`src/rtl/mmio_xbar.sv`:
```
// mmio_xbar: table-driven MMIO interconnect between the CPU data port and
// NSLV slave regions. Decodes by base/mask (lowest index wins on overlap),
// holds one request at a time, waits for the selected slave's ack with a
// bounded timeout, and returns a one-cycle response strobe. Unmapped or
// dead addresses get an error response carrying ERR_DATA.
module mmio_xbar #(
  parameter int                     WIDTH    = 32,
  parameter int                     NSLV     = 4,
  parameter logic [NSLV*WIDTH-1:0]  BASE     = {NSLV{32'h0}},
  parameter logic [NSLV*WIDTH-1:0]  MASK     = {NSLV{32'h0}},
  parameter int                     TIMEOUT  = 16,
  parameter logic [WIDTH-1:0]       ERR_DATA = 32'hDEAD_BEEF
) (
  input  logic                    clk,
  input  logic                    rst,
  input  logic                    m_valid,
  output logic                    m_ready,
  input  logic                    m_we,
  input  logic [WIDTH-1:0]        m_addr,
  input  logic [WIDTH-1:0]        m_wdata,
  input  logic [WIDTH/8-1:0]      m_be,
  output logic                    m_rvalid,
  output logic [WIDTH-1:0]        m_rdata,
  output logic                    m_err,
  output logic [7:0]              err_cnt,
  output logic [NSLV-1:0]         s_sel,
  output logic                    s_we,
  output logic [WIDTH-1:0]        s_wdata,
  output logic [WIDTH/8-1:0]      s_be,
  output logic [WIDTH-1:0]        s_addr,
  input  logic [NSLV-1:0]         s_ack,
  input  logic [NSLV*WIDTH-1:0]   s_rdata
);

  localparam int IW = (NSLV > 1) ? $clog2(NSLV) : 1;
  localparam int CW = $clog2(TIMEOUT);
  localparam int BW = WIDTH / 8;

  typedef enum logic [1:0] {
    IDLE   = 2'd0,
    ACCESS = 2'd1,
    RESP   = 2'd2
  } state_t;

  // Address decode: returns {hit, index}; scanning downwards lets the
  // lowest matching index overwrite any higher one.
  function automatic logic [IW:0] decode(input logic [WIDTH-1:0] addr);
    logic [IW:0] r;
    r = '0;
    for (int i = NSLV - 1; i >= 0; i--) begin
      if ((addr & MASK[i*WIDTH +: WIDTH]) == BASE[i*WIDTH +: WIDTH]) begin
        r = {1'b1, IW'(i)};
      end
    end
    return r;
  endfunction

  state_t               state_q, state_d;
  logic                 we_q, we_d;
  logic [WIDTH-1:0]     addr_q, addr_d;
  logic [WIDTH-1:0]     wdata_q, wdata_d;
  logic [BW-1:0]        be_q, be_d;
  logic [IW-1:0]        idx_q, idx_d;
  logic [CW-1:0]        cnt_q, cnt_d;
  logic [WIDTH-1:0]     rdata_q, rdata_d;
  logic                 err_q, err_d;
  logic                 rvalid_q, rvalid_d;
  logic [NSLV-1:0]      sel_q, sel_d;
  logic [7:0]           err_cnt_q, err_cnt_d;
  logic [IW:0]          dec;

  // Next-state and response computation for the IDLE/ACCESS/RESP sequence.
  always_comb begin
    state_d   = state_q;
    we_d      = we_q;
    addr_d    = addr_q;
    wdata_d   = wdata_q;
    be_d      = be_q;
    idx_d     = idx_q;
    cnt_d     = cnt_q;
    sel_d     = sel_q;
    err_cnt_d = err_cnt_q;
    rvalid_d  = 1'b0;
    rdata_d   = '0;
    err_d     = 1'b0;
    dec       = decode(m_addr);
    case (state_q)
      IDLE: begin
        if (m_valid) begin
          we_d    = m_we;
          addr_d  = m_addr;
          wdata_d = m_wdata;
          be_d    = m_be;
          idx_d   = dec[IW-1:0];
          if (dec[IW]) begin
            state_d = ACCESS;
            sel_d   = NSLV'(1) << dec[IW-1:0];
            cnt_d   = '0;
          end else begin
            state_d  = RESP;
            rvalid_d = 1'b1;
            rdata_d  = ERR_DATA;
            err_d    = 1'b1;
          end
        end else begin
          state_d = IDLE;
        end
      end
      ACCESS: begin
        if (s_ack[idx_q]) begin
          // Ack takes priority over a simultaneous timeout.
          state_d  = RESP;
          sel_d    = '0;
          rvalid_d = 1'b1;
          rdata_d  = we_q ? '0 : s_rdata[int'(idx_q)*WIDTH +: WIDTH];
          err_d    = 1'b0;
        end else if (cnt_q == CW'(TIMEOUT - 1)) begin
          state_d  = RESP;
          sel_d    = '0;
          rvalid_d = 1'b1;
          rdata_d  = ERR_DATA;
          err_d    = 1'b1;
        end else begin
          cnt_d = cnt_q + CW'(1);
        end
      end
      RESP: begin
        state_d = IDLE;
        if (err_q && (err_cnt_q != 8'hFF)) begin
          err_cnt_d = err_cnt_q + 8'd1;
        end else begin
          err_cnt_d = err_cnt_q;
        end
      end
      default: begin
        state_d = IDLE;
        sel_d   = '0;
      end
    endcase
  end

  // State and latched request/response registers with synchronous reset.
  always_ff @(posedge clk) begin
    if (rst) begin
      state_q   <= IDLE;
      we_q      <= 1'b0;
      addr_q    <= '0;
      wdata_q   <= '0;
      be_q      <= '0;
      idx_q     <= '0;
      cnt_q     <= '0;
      rdata_q   <= '0;
      err_q     <= 1'b0;
      rvalid_q  <= 1'b0;
      sel_q     <= '0;
      err_cnt_q <= 8'd0;
    end else begin
      state_q   <= state_d;
      we_q      <= we_d;
      addr_q    <= addr_d;
      wdata_q   <= wdata_d;
      be_q      <= be_d;
      idx_q     <= idx_d;
      cnt_q     <= cnt_d;
      rdata_q   <= rdata_d;
      err_q     <= err_d;
      rvalid_q  <= rvalid_d;
      sel_q     <= sel_d;
      err_cnt_q <= err_cnt_d;
    end
  end

  assign m_ready  = (state_q == IDLE);
  assign m_rvalid = rvalid_q;
  assign m_rdata  = rdata_q;
  assign m_err    = err_q;
  assign err_cnt  = err_cnt_q;
  assign s_sel    = sel_q;
  assign s_we     = we_q;
  assign s_wdata  = wdata_q;
  assign s_be     = be_q;
  // Offset within the region: strip the decoded bits of the latched address.
  assign s_addr   = addr_q & ~MASK[int'(idx_q)*WIDTH +: WIDTH];

endmodule

```
`config.mk`:
```
export PLATFORM = sky130hd
export DESIGN_NAME = mmio_xbar
export DESIGN_NICKNAME = d
export VERILOG_FILES = /design/src/rtl/mmio_xbar.sv
export SDC_FILE = /design/constraint.sdc
export NUM_CORES = 1
export LEC_CHECK = 0
export ABC_AREA = 1
export ABC_CLOCK_PERIOD_IN_PS = 1600
export BUFFER_PORTS_ARGS = -buffer_cell sky130_fd_sc_hd__buf_2
export CAP_MARGIN = 20
export CORE_AREA = 3 3 124 126
export CTS_CLUSTER_DIAMETER = 150
export CTS_CLUSTER_SIZE = 25
export DETAILED_ROUTE_END_ITERATION = 7
export DIE_AREA = 0 0 127 129
export GPL_TIMING_DRIVEN = 0
export SETUP_SLACK_MARGIN = 0.1
export SLEW_MARGIN = 10
export SYNTH_ARGS = -nofsm -noshare
export SYNTH_HDL_FRONTEND = slang
export SYNTH_SLANG_ARGS = --single-unit
export TNS_END_PERCENT = 1
```
`constraint.sdc`:
```
create_clock -name clk -period 1.6 [get_ports clk]
set_clock_uncertainty 0.1 [all_clocks]
set_input_delay 0.08 -clock clk [delete_from_list [all_inputs] [get_ports clk]]
set_output_delay 0.08 -clock clk [all_outputs]
set_load 0.05 [all_outputs]
```
==> results_dict.tcl <==
set metrics [dict create \
    drive_above_1_share 0.328 \
    die_h_um 129 \
    final_nets 1080 \
    clockBufferDepth 2 \
    holdPathStages 4 \
    netlist_top_cells_area "dfxtp_1 (56%), nor2_1 (15%), o21ai_0 (8.4%), nand2_1 (5.1%), nand3_1 (3.9%)" \
    clk_latency_ns 0.41 \
    rows 44 \
    finalSetupViolCount 0 \
    async_flop_share 0 \
    hold_class "in -> reg" \
    die_area_um2 16400 \
    syn_area_per_cell_um2 7.96 \
    worstPathArrival_ns 1.68 \
    fin_setup_tns_ns 0 \
    io_buffers 216 \
    outcome "complete, no violations" \
    vias_per_cell 4.26 \
    synth_largest_area_cell "dfxtp_1" \
    synth_top_family_by_area "simple AND/OR/NAND/NOR gates" \
    pre_cts_slack_ns 0.0857 \
    min_from "m_valid" \
    worst_path_dominant_cell_family "simple AND/OR/NAND/NOR gates" \
    wirelength_um 13400 \
    ant_nets 0 \
    post-route-util 0.503 \
    ys_seq_elements 118 \
    fillers 1424 \
    critPathBufInv 0 \
    drtIter0Drc 203 \
    synthAdderAreaFrac 0.00589 \
    critPathMaxStageDelay_ns 0.34 \
    routabilityCongestion 0.747 \
    yosys_warnings 0 \
    cp-start-kind "register" \
    rsz0062_at_grt "yes" \
    wire_per_inst_um 12.5 \
    synth_edf_count 0 \
    start_util 0.295 \
    core_area_um2 14400 \
    period_needed_ns 1.48 \
    leakage_nw 3.68 \
    fin_ws_ns 0.120 \
    ios 320 \
    max_cap_violations 0 \
    post-dp-hpwl_um 9010 \
    holdPathEnd "cnt_q[1]$_SDFFE_PP0P_" \
    clockRootBuffer "clkbuf_16" \
    synth_top_area_share 0.556 \
    cp_slowest_cell "dfxtp_2" \
    synth_common_cells "nor2_1 (168), dfxtp_1 (118), o21ai_0 (71), nand2_1 (58), nand3_1 (33)" \
    grt_first_pass_wirelength_um 21600 \
    ys_seq_area_frac 0.556 \
    seqCellArea_um2 2360 \
    rr_startpoint "err_cnt[0]$_SDFFE_PP0P_" \
    crit_type "reg -> reg" \
    htree_num_levels 4 \
    synth_xor_area_frac 0.00206 \
    clock_sinks 118 \
    crit_required_ns 1.80 \
    syn-cell-area_um2 4250 \
    die_w_um 127 \
    p_total_w 0.00888 \
    crit_fanout 4 \
    cp_common_cell "nand2_1" \
    grt_usage 0.164 \
    multi_input_area_um2 1610 \
    hold_slack_ns 0.0334 \
    synth_most_common_cell "nor2_1" \
    irDropWorstVdd_mv 0.651 \
    synth_flop_cell "dfxtp_1" \
    cts_buffers 17 \
    fmax_mhz 676 \
    num_antenna_cells 0 \
    drc 0 \
    hold_viol 0 \
    synth-simple-area-share 0.265 \
    area_growth_pct 70.6 \
    ff2ff_setup_slack_ns 0.12 \
    p_per_area_nw_per_um2 1230 \
    synth.distinct_cells 31 \
    endpoint_kind "register" \
    clkTransAtPathRegs_ns 0.06 \
    slew_viol_final 0 \
    syn_inst 534 \
    r2r_cells 9 \
    synth_compound_area_frac 0.0963 \
    fin_crit_sh 0.925 \
    grt_pass1_vias 4568 \
    vias 4559 \
    synthMuxAreaShare 0 \
    first_pass_iters 4 \
    cts_tree "built" \
    grt_overflow 0 \
    crit_chain "ha_1, nand2_2, nor2_4, nand2_1, nand2_1, nor2_1, nand2_1, nand2_1, nor2_1" \
    antenna_found_initial 0 \
    timing.rr.end "err_cnt[7]$_SDFFE_PP0P_" \
    grt_max_degree 17 \
]
registers in the layout, indices dropped and copies added, names as in the netlist, 2 cells and up:
signal,count
cnt_q,4
m_rdata,32
err_cnt,8
state_q,2
addr_q,32
s_be,4
s_wdata,32
logic make-up after synthesis:
family,after synthesis
and+or+nand+nor,272
DFF,118
AOI/OAI and AO/OA,80
buffers and inverters,60
adders and majority gates,2
xor gates and xnor gates,1
other,1
placed cells by master (no fill, tap or decap), types with 3 or more instances in the layout:
master	count
buf_6	6
a21oi_1	6
clkbuf_2	8
o21ai_1	3
buf_4	3
buf_2	223
bufinv_16	3
inv_1	26
nor2_4	4
dlygate4sd3_1	103
dfxtp_1	116
conb_1	3
inv_6	4
clkbuf_16	17
clkinvlp_4	4
o21ai_0	68
clkinv_4	3
nand2_1	57
clkbuf_1	6
nand3_1	33
nor2_1	166
how the worst max path moves through the flow:
stage,cells after the start,endpoint,start,slack (ns)
6_report,9,err_cnt[7]$_SDFFE_PP0P_,err_cnt[0]$_SDFFE_PP0P_,0.12
5_1_grt,6,m_rdata[12]$_SDFF_PP0_,cnt_q[0]$_SDFFE_PP0P_,0.03
4_1_cts,6,cnt_q[0]$_SDFFE_PP0P_,rst,0.10
3_5_place_dp,7,err_cnt[6]$_SDFFE_PP0P_,err_cnt[0]$_SDFFE_PP0P_,0.09
3_3_place_gp,7,err_cnt[6]$_SDFFE_PP0P_,err_cnt[0]$_SDFFE_PP0P_,0.09
2_1_floorplan,7,err_cnt[5]$_SDFFE_PP0P_,err_cnt[2]$_SDFFE_PP0P_,0.02
through the flow:
stage          area, um2  std cells
4_1_cts             7230       1071
6_report            7250       1071
3_5_place_dp        5580        936
5_1_grt             7250       1071
3_3_place_gp        5580        936
2_1_floorplan       4270        536
cell type report:
type,count,area share
inverters,28,0.0152
clock buffers,17,0.0587
flip-flops and latches,118,0.326
repair buffers,319,0.291
multi-input cells,358,0.221
clock inverters,15,0.0269
plain buffers,32,0.0285
well taps,184,0.0318
metal layers:
metal	wire length [um]	global-route usage	vias up	share of wire
met5	0	0	-	0
met4	306	0.0681	0	0.023
met3	900	0.0502	24	0.067
met2	6360	0.275	163	0.48
met1	5790	0.195	2001	0.43
li1	-	-	2371	-
worst register-to-register path: stages (launching register included):
cell,delay (ns)
dfxtp_2,0.34
ha_1,0.21
nand2_2,0.13
nor2_4,0.05
nand2_1,0.12
nand2_1,0.12
nor2_1,0.15
nand2_1,0.07
nand2_1,0.05
nor2_1,0.04
what timing repair did:
action,in CTS,in global routing
setup buffers,0,0
setup endpoints to repair,2,57
gates resized for setup,1,9
hold endpoints to repair,107,0
hold buffers,103,0
report_power, final:
part / total, W / internal [W] / switching [W] / leakage, nW
Clock: 0.00396 / 0.00249 / 0.00147 / 0.291
Combinational: 0.00171 / 0.000565 / 0.00114 / 2.42
Sequential: 0.00322 / 0.00313 / 0.0000940 / 0.970
Power figures use the tool's default switching activity.
